[src/rtl/chacha_pkg.sv]
// Shared ChaCha constants, serializer state encoding and block/word helpers.
package chacha_pkg;

    localparam int unsigned CHACHA_BLOCK_W = 512;
    localparam int unsigned CHACHA_KEY_W   = 256;

    typedef enum logic [2:0] {
        SER_IDLE       = 3'd0,
        SER_START_CORE = 3'd1,
        SER_WAIT_BLK   = 3'd2,
        SER_STREAM     = 3'd3,
        SER_REQ_NEXT   = 3'd4,
        SER_FINISH     = 3'd5
    } ser_state_t;

    function automatic int unsigned words_per_block(input int unsigned word_w);
        return CHACHA_BLOCK_W / word_w;
    endfunction

endpackage

[src/rtl/chacha_ks_serializer.sv]
// ChaCha keystream sequencer: drives chacha_core init/next and streams each 512-bit block MSB word first.
// Build option CHACHA_SER_PREFETCH_EN: request block k+1 from the core while block k streams.
module chacha_ks_serializer
    import chacha_pkg::*;
#(
    parameter int unsigned WORD_W = 32,
    parameter int unsigned CNT_W  = 16
) (
    input  logic                      clk,
    input  logic                      reset_n,
    input  logic                      start,
    input  logic [CNT_W-1:0]          num_blocks,
    output logic                      busy,
    output logic                      done,
    output logic                      core_init,
    output logic                      core_next,
    input  logic                      core_ready,
    input  logic                      core_valid,
    input  logic [CHACHA_BLOCK_W-1:0] core_data,
    output logic [WORD_W-1:0]         out_data,
    output logic                      out_valid,
    input  logic                      out_ready,
    output logic                      out_last
);

    localparam int unsigned WPB   = words_per_block(WORD_W);
    localparam int unsigned IDX_W = (WPB > 1) ? $clog2(WPB) : 1;
    localparam logic [IDX_W-1:0] LAST_IDX = IDX_W'(WPB - 1);

    ser_state_t                state_q, state_d;
    logic                      busy_q, busy_d;
    logic                      done_q, done_d;
    logic                      core_init_q, core_init_d;
    logic                      core_next_q, core_next_d;
    logic [WORD_W-1:0]         out_data_q, out_data_d;
    logic                      out_valid_q, out_valid_d;
    logic                      out_last_q, out_last_d;
    logic [CHACHA_BLOCK_W-1:0] buf_q, buf_d;
    logic [IDX_W-1:0]          word_q, word_d;
    logic [CNT_W-1:0]          blk_cnt_q, blk_cnt_d;
    logic [CNT_W-1:0]          nblk_q, nblk_d;
    logic                      pending_q, pending_d;
    logic                      edge_seen_q, edge_seen_d;
    logic                      core_valid_q;
`ifdef CHACHA_SER_PREFETCH_EN
    logic                      need_next_q, need_next_d;
`endif

    logic                      core_rise;
    logic                      hit;
    logic                      do_cap;
    logic [CNT_W-1:0]          cnt_inc;
    logic                      cap_final;
    logic                      strm_final;
    logic [IDX_W-1:0]          word_nxt;

    // Word idx of a block, counting from the most significant end.
    function automatic logic [WORD_W-1:0] sel_word(input logic [CHACHA_BLOCK_W-1:0] blk,
                                                   input logic [IDX_W-1:0]          idx);
        logic [CHACHA_BLOCK_W-1:0] sh;
        sh = blk << (32'(idx) * WORD_W);
        return sh[CHACHA_BLOCK_W-1 -: WORD_W];
    endfunction

    // Only a fresh rising edge of core valid after a request counts as a new block.
    assign core_rise  = core_valid & ~core_valid_q;
    assign hit        = pending_q & (core_rise | edge_seen_q);
    assign cnt_inc    = blk_cnt_q + CNT_W'(1);
    assign cap_final  = (cnt_inc == nblk_q);
    assign strm_final = (blk_cnt_q == nblk_q);
    assign word_nxt   = word_q + IDX_W'(1);

    always_comb begin
        state_d     = state_q;
        busy_d      = busy_q;
        done_d      = 1'b0;
        core_init_d = 1'b0;
        core_next_d = 1'b0;
        out_data_d  = out_data_q;
        out_valid_d = out_valid_q;
        out_last_d  = out_last_q;
        buf_d       = buf_q;
        word_d      = word_q;
        blk_cnt_d   = blk_cnt_q;
        nblk_d      = nblk_q;
        pending_d   = pending_q;
        edge_seen_d = edge_seen_q;
        do_cap      = 1'b0;
`ifdef CHACHA_SER_PREFETCH_EN
        need_next_d = need_next_q;
`endif

        if (pending_q && core_rise) edge_seen_d = 1'b1;

        case (state_q)
            SER_IDLE, SER_FINISH: begin
                state_d = SER_IDLE;
                if (start) begin
                    if (num_blocks != '0) begin
                        state_d   = SER_START_CORE;
                        busy_d    = 1'b1;
                        nblk_d    = num_blocks;
                        blk_cnt_d = '0;
                        word_d    = '0;
                    end else begin
                        state_d = SER_FINISH;
                        done_d  = 1'b1;
                    end
                end
            end
            SER_START_CORE: begin
                if (core_ready) begin
                    core_init_d = 1'b1;
                    pending_d   = 1'b1;
                    edge_seen_d = 1'b0;
                    state_d     = SER_WAIT_BLK;
                end
            end
            SER_WAIT_BLK: begin
                if (hit) do_cap = 1'b1;
            end
            SER_STREAM: begin
                if (out_valid_q && out_ready) begin
                    if (word_q == LAST_IDX) begin
                        out_valid_d = 1'b0;
                        out_last_d  = 1'b0;
                        word_d      = '0;
                        if (strm_final) begin
                            state_d = SER_FINISH;
                            done_d  = 1'b1;
                            busy_d  = 1'b0;
                        end else begin
`ifdef CHACHA_SER_PREFETCH_EN
                            if (hit) do_cap = 1'b1;
                            else     state_d = SER_WAIT_BLK;
`else
                            state_d = SER_REQ_NEXT;
`endif
                        end
                    end else begin
                        word_d     = word_nxt;
                        out_data_d = sel_word(buf_q, word_nxt);
                        out_last_d = strm_final && (word_nxt == LAST_IDX);
                    end
                end
            end
            SER_REQ_NEXT: begin
                if (core_ready) begin
                    core_next_d = 1'b1;
                    pending_d   = 1'b1;
                    edge_seen_d = 1'b0;
                    state_d     = SER_WAIT_BLK;
                end
            end
            default: state_d = SER_IDLE;
        endcase

        // Block capture: load the buffer and present its first word next cycle.
        if (do_cap) begin
            buf_d       = core_data;
            blk_cnt_d   = cnt_inc;
            pending_d   = 1'b0;
            edge_seen_d = 1'b0;
            state_d     = SER_STREAM;
            word_d      = '0;
            out_valid_d = 1'b1;
            out_data_d  = sel_word(core_data, IDX_W'(0));
            out_last_d  = cap_final && (LAST_IDX == '0);
        end

`ifdef CHACHA_SER_PREFETCH_EN
        if (do_cap && !cap_final) need_next_d = 1'b1;
        if (need_next_d && core_ready) begin
            core_next_d = 1'b1;
            pending_d   = 1'b1;
            edge_seen_d = 1'b0;
            need_next_d = 1'b0;
        end
`endif
    end

    always_ff @(posedge clk or negedge reset_n) begin
        if (!reset_n) begin
            state_q      <= SER_IDLE;
            busy_q       <= 1'b0;
            done_q       <= 1'b0;
            core_init_q  <= 1'b0;
            core_next_q  <= 1'b0;
            out_data_q   <= '0;
            out_valid_q  <= 1'b0;
            out_last_q   <= 1'b0;
            buf_q        <= '0;
            word_q       <= '0;
            blk_cnt_q    <= '0;
            nblk_q       <= '0;
            pending_q    <= 1'b0;
            edge_seen_q  <= 1'b0;
            core_valid_q <= 1'b0;
`ifdef CHACHA_SER_PREFETCH_EN
            need_next_q  <= 1'b0;
`endif
        end else begin
            state_q      <= state_d;
            busy_q       <= busy_d;
            done_q       <= done_d;
            core_init_q  <= core_init_d;
            core_next_q  <= core_next_d;
            out_data_q   <= out_data_d;
            out_valid_q  <= out_valid_d;
            out_last_q   <= out_last_d;
            buf_q        <= buf_d;
            word_q       <= word_d;
            blk_cnt_q    <= blk_cnt_d;
            nblk_q       <= nblk_d;
            pending_q    <= pending_d;
            edge_seen_q  <= edge_seen_d;
            core_valid_q <= core_valid;
`ifdef CHACHA_SER_PREFETCH_EN
            need_next_q  <= need_next_d;
`endif
        end
    end

    assign busy      = busy_q;
    assign done      = done_q;
    assign core_init = core_init_q;
    assign core_next = core_next_q;
    assign out_data  = out_data_q;
    assign out_valid = out_valid_q;
    assign out_last  = out_last_q;

endmodule

[config.mk]
export PLATFORM = sky130hd
export DESIGN_NAME = chacha_ks_serializer
export DESIGN_NICKNAME = d
export VERILOG_FILES = /design/src/rtl/chacha_pkg.sv /design/src/rtl/chacha_ks_serializer.sv
export SDC_FILE = /design/constraint.sdc
export NUM_CORES = 1
export LEC_CHECK = 0
export ABC_CLOCK_PERIOD_IN_PS = 3340
export CAP_MARGIN = 15
export CELL_PAD_IN_SITES_DETAIL_PLACEMENT = 1
export CELL_PAD_IN_SITES_GLOBAL_PLACEMENT = 2
export CORE_UTILIZATION = 32
export CTS_BUF_LIST = sky130_fd_sc_hd__clkbuf_2 sky130_fd_sc_hd__clkbuf_4 sky130_fd_sc_hd__clkbuf_8
export DETAILED_ROUTE_END_ITERATION = 7
export GPL_TIMING_DRIVEN = 0
export PLACE_DENSITY = 0.85
export SLEW_MARGIN = 10
export SYNTH_ARGS = -nofsm -noshare
export SYNTH_HDL_FRONTEND = slang
export SYNTH_SLANG_ARGS = --single-unit
[constraint.sdc]
create_clock -name clk -period 3.34 [get_ports clk]
set_clock_uncertainty 0.2 [all_clocks]
set_input_delay 0.668 -clock clk [delete_from_list [all_inputs] [get_ports clk]]
set_output_delay 0.668 -clock clk [all_outputs]
set_load 0.03 [all_outputs]
Word level (Yosys, flattened, before mapping)
Cells that the tools add are included.

storage, ports and cells
  bits in latches = 0
  memories = 0
  output and inout port bits = 38
  bits in writable memories = 0
  logic and storage cells = 122
  memory bits (read-only) = 0
  input port bits = 534
  flip-flop bits (word level) = 592

cells by class
  multipliers = 0
  $add $sub $neg = 2
  $lt $le $gt $ge = 0
  divide/modulo/power cells = 0
  bitwise gates (word level) = 4
  reductions and logical operators = 26
  shifts and indexed selects = 1
  multiplexer cells = 54
  equality and inequality tests = 20

operator list
  operator               number
  $shl 512x9->512        1
  $mux 32                4
  $mux 16                4
  $mux 1                 31
  $mux 4                 5
  $mux 3                 6
  $reduce_bool 2->1      9
  $add 16x1->16 const B  1
  $eq 16x16->1           1
  $reduce_bool 16->1     1
  $ne 2x2->1 const B     7
  $ne 3x3->1 const B     4
  $pmux 3 s4             1
  $reduce_and 3->1       4
  $eq 4x4->1 const B     2
  $pmux 4 s2             1
  $reduce_and 4->1       2
  $eq 3x2->1 const B     2
  $eq 3x3->1 const B     2
  $reduce_and 6->1       1
  $add 4x1->4 const B    1
  $pmux 1 s2             2
  $reduce_and 2->1       2
  $reduce_or 2->1        2
  other kinds (8)        11

Logic depth before layout (Yosys ltp)
  depth in word-level cells = 8
  mapped depth = 11
  mapped depth without buffers = 6

Worst setup path after synthesis
OpenSTA, ideal clock, no wires.

  kind = reg-to-reg
  from = register word_q[0]
  to = register out_data_q[13] (netlist: out_data[13])
  arrival time = 2.412 ns
  path buffers = 5
  library setup time = 0.142 ns
  period minus slack after synthesis = 2.754 ns
  setup slack = 0.586 ns
  cell stages (with the launch flop) = 12
  cell sequence = dfrtp_1 > buf_2 > buf_4 > buf_2 > inv_1 > ha_1 > buf_2 > buf_1 > mux4_2 > nand2_1 > a21o_1 > o2111ai_1

on the way
  cells in the longest elaborated chain, start to end = 6
  elaborated cells on any way between the ends = 9
  classes of those cells = add/sub (1); eq/ne (2); shift (1); mux (4); reduce/logical (1)

RTL lines
  what                      RTL line                     text
  start: declaration        chacha_ks_serializer.sv:39   logic [IDX_W-1:0] word_q, word_d;
  start signal: assignment  chacha_ks_serializer.sv:212  word_q <= word_d;
  $add 4x1->4               chacha_ks_serializer.sv:71   assign word_nxt = word_q + IDX_W'(1);
  $shl 512x9->512           chacha_ks_serializer.sv:61   sh = blk << (32'(idx) * WORD_W);
  $mux 32                   chacha_ks_serializer.sv:124  if (word_q == LAST_IDX) begin
  $mux 32                   chacha_ks_serializer.sv:123  if (out_valid_q && out_ready) begin
  $mux 32                   chacha_ks_serializer.sv:95   case (state_q)
  $mux 32                   chacha_ks_serializer.sv:159  if (do_cap) begin
  end signal: assignment    chacha_ks_serializer.sv:208  out_data_q <= out_data_d;
  end: declaration          chacha_ks_serializer.sv:35   logic [WORD_W-1:0] out_data_q, out_data_d;

Several ways; a longest one is shown, not always the timed one. The select of a mux whose other input is x is not followed.
A chain may end at the register's enable or synchronous reset.

Final worst setup path
  from = register word_q[0]
  to = register out_data_q[19] (netlist: out_data[19])

Same word-level chain as after synthesis.

==> results.json <==
{
  "initial_core_util": 0.324,
  "via_count": 23400,
  "design.portCount": 572,
  "worst_setup_sp_type": "register",
  "irDropWorstVdd_mv": 0.294,
  "synthTopCellsByCount": "sky130_fd_sc_hd__nand2_1 (1708), sky130_fd_sc_hd__dfrtp_1 (592), sky130_fd_sc_hd__mux4_2 (128)",
  "worst_path_dominant_cell_family": "buffers and inverters",
  "synth_adder_area_share": 0.00141,
  "synthMostInstantiatedCell": "sky130_fd_sc_hd__nand2_1",
  "largest_net_degree_at_the_start_of_global_routing": 105,
  "drc_errors": 0,
  "cap_viol_max_count": 0,
  "r2r-end": "out_data[19]",
  "critical_path.n_buffers_inverters": 5,
  "timing.final.setup_violations": 0,
  "tritoncts": "built",
  "worstSkewPairLatency_ns": 0.74,
  "yosysWarningCount": 0,
  "grt_setup_unrepaired": "false",
  "hp-class": "in -> async",
  "grt_usage": 0.274,
  "ys_types": 44,
  "synth_top_family_by_area": "simple AND/OR/NAND/NOR gates",
  "finalInstanceArea_um2": 36500,
  "rows": 105,
  "cell_type_with_the_highest_occurrence_count_on_the_critical_path": "sky130_fd_sc_hd__buf_8",
  "synth_top_area_share": 0.556,
  "grt_overflow_total": 0,
  "power_leakage_nw": 18.1,
  "placed_area_um2": 33900,
  "synthMuxAreaShare": 0.120,
  "worstMarginPinSlew_ns": 0.970,
  "post_synth_and_or_nand_nor_area_fraction": 0.253,
  "initial_drc_count": 1364,
  "timing.critical_path.slowest_stage_cell": "sky130_fd_sc_hd__ha_2",
  "multi_input_comb_area_um2": 11200,
  "nFillCells": 9419,
  "critical_path.cell_chain": "buf_4 > buf_8 > inv_1 > ha_2 > buf_8 > clkbuf_4 > mux4_2 > mux2i_4 > o2111ai_1",
  "run_status": "finished clean",
  "netlist_instances": 2838,
  "synth_sequential_area_ratio": 0.556,
  "cts.htree.levels": 3,
  "number_of_buffer_cells_added_on_primary_ports": 571,
  "synth.cell_area_um2": 26700,
  "synth_largest_area_cell": "sky130_fd_sc_hd__dfrtp_1",
  "synth-compound-area-share": 0.0307,
  "replace_congestion": 0.861,
  "dr.max_layer_used": "met5",
  "timing.critical_path.arrival_ns": 3.49,
  "fmax_ghz": 0.322,
  "tritoncts.num_buffers": 107,
  "reg2reg_from": "word_q[0]",
  "synth-seq-cells": 592,
  "maxSlewViolCount": 0,
  "wl_met2_um": 56600,
  "antenna_left": 0,
  "avgViaCountPerCell": 4.98,
  "final.min_clock_period_ns": 3.11,
  "grt_first_pass_wirelength_um": 169000,
  "timing.slew.headroom": 0.353,
  "wl_met1_um": 48900,
  "start_point_of_the_critical_path": "word_q[0]",
  "cellPowerDensity_nw_per_um2": 422,
  "number_of_enable_flip_flop_cells_after_synthesis": 0,
  "grt_pass1_vias": 25400,
  "floorplan.die.width_um": 291,
  "postSynth.topFlopCell": "sky130_fd_sc_hd__dfrtp_1",
  "detailedPlacementHpwl_um": 88000,
  "seqCellArea_um2": 14800,
  "final_nets": 4062,
  "clk_root_buffer_cell": "sky130_fd_sc_hd__clkbuf_8",
  "route.final.wire_length_um": 115000,
  "worstPathRequired_ns": 3.72,
  "mean_cell_area_of_the_mapped_netlist_um2": 9.39,
  "die_area_um2": 84500,
  "worst_r2r_path_depth": 9,
  "synth-xor-area-share": 0.00821,
  "timing.critical_path.to_type": "register",
  "regToRegSetupSlack_ns": 0.23,
  "synthTopCellsByArea": "sky130_fd_sc_hd__dfrtp_1 (56%), sky130_fd_sc_hd__nand2_1 (24%), sky130_fd_sc_hd__mux4_2 (11%)",
  "criticalPathCategory": "reg -> reg",
  "clkSinkCount": 592,
  "cts.reportedPaths.clkPinSlew_ns": 0.06,
  "worst-path-max-fanout": 19,
  "final-instance-count-excl-fill": 4697,
  "antenna_found_initial": 29,
  "place.detailed.instances": 4486,
  "core_area_um2": 82200,
  "worst_path_largest_cell_delay_ns": 0.45,
  "die_h_um": 291,
  "layout-area-overhead-vs-synth_pct": 37.0,
  "report.final.hold_viol_count": 0,
  "synthArstFlopShare": 1.00,
  "drt-pass1-iter-count": 5,
  "cp-endpoint": "out_data[19]",
  "cp.depth": 9,
  "cts.path.max_buffers": 3,
  "post_route_cells_drive_above_1_share": 0.126,
  "mappedNetlistNets": 3375,
  "finalCritPeriodShare": 0.931,
  "wl_per_cell_um": 24.4,
  "met3WireLength_um": 5630
}
-- logic make-up (layout without fill, tap and decap cells) --
logic type | count (synthesis) | after routing
AND/OR/NAND/NOR | 1768 | 1768
AO/OA/AOI/OAI | 112 | 112
flip-flops | 592 | 592
buffers and inverters | 178 | 941
other | 0 | 26
XOR/XNOR | 25 | 25
multiplexers | 160 | 160
adder cells (fa/ha/maj) | 3 | 3
-- stage by stage --
step	total power [mW]	hold WS, ns	TNS [ns]	worst slack, ns	util
2_1_floorplan	7.35	0.172	0	0.586	-
3_3_place_gp	8.24	0.252	-	-26.68	0.410
3_5_place_dp	8.24	0.257	-48.39	-1.50	0.412
4_1_cts	15.6	0.166	-0.00172	-0.00172	0.443
5_1_grt	15.9	0.201	0	0.0610	0.444
6_report	15.4	0.236	0	0.230	0.444
-- cells in the final DEF (no fill, tap or decap), drive strengths merged, types with 17 or more instances in the layout --
cell type | Yosys | layout
nand2 | 1708 | 1708
dfrtp | 592 | 592
clkdlybuf4s50 | 0 | 570
clkbuf | 73 | 243
mux4 | 128 | 128
buf | 102 | 108
a21o | 32 | 32
o2111ai | 31 | 31
mux2i | 31 | 31
diode | 0 | 26
xnor2 | 18 | 18
nor2 | 18 | 18
o21ai | 17 | 17
-- registers in the layout, indices dropped and copies added (netlist names), 3 cells and up --
signal,count
blk_cnt_q,16
nblk_q,16
word_q,4
out_data,32
state_q,3
buf_q,512
-- report_power, final --
group / switching [mW] / internal (mW) / leakage, nW
clock: 3.26 / 4.04 / 1.20
sequential: 0.0103 / 7.19 / 8.24
combinational: 0.325 / 0.590 / 8.67
-- timing repair --
item	CTS	global route
setup buffers	0	0
hold buffers	1	0
endpoints found under the hold margin	47	0
setup endpoints to repair	33	29
resized for setup	76	1
-- worst reg2reg max path: cells and delay by family, from the launching register on --
| family | cells | cell delay, ns |
|---|---|---|
| buf+inv | 5 | 1.13 |
| mux | 2 | 0.70 |
| fa+ha+maj | 1 | 0.45 |
| flops | 1 | 0.35 |
| compound gates | 1 | 0.15 |
-- cell type report --
class,count,area share
plain buffers,174,0.0244
clock inverters,16,0.00380
flip-flops and latches,592,0.406
multi-input cells,2068,0.308
inverters,3,0.000308
clock buffers,169,0.0574
well taps,1070,0.0367
repair buffers,579,0.162
diodes,26,0.00178
-- worst min-delay path by stage --
stage          depth (start not counted)      endpoint       start
2_1_floorplan                          0  blk_cnt_q[0]     reset_n
6_report                               2    buf_q[230]     reset_n
3_5_place_dp                           2     buf_q[83]   buf_q[83]
3_3_place_gp                           2    buf_q[476]  buf_q[476]
4_1_cts                                1  core_valid_q  core_valid
5_1_grt                                1  core_valid_q  core_valid
-- layer usage --
layer	GRT usage	vias to the layer above
met3	0.0394	181
met4	0.102	6
li1	-	10600
met2	0.456	673
met5	0	-
met1	0.361	12000
Power figures use the tool's default switching activity.
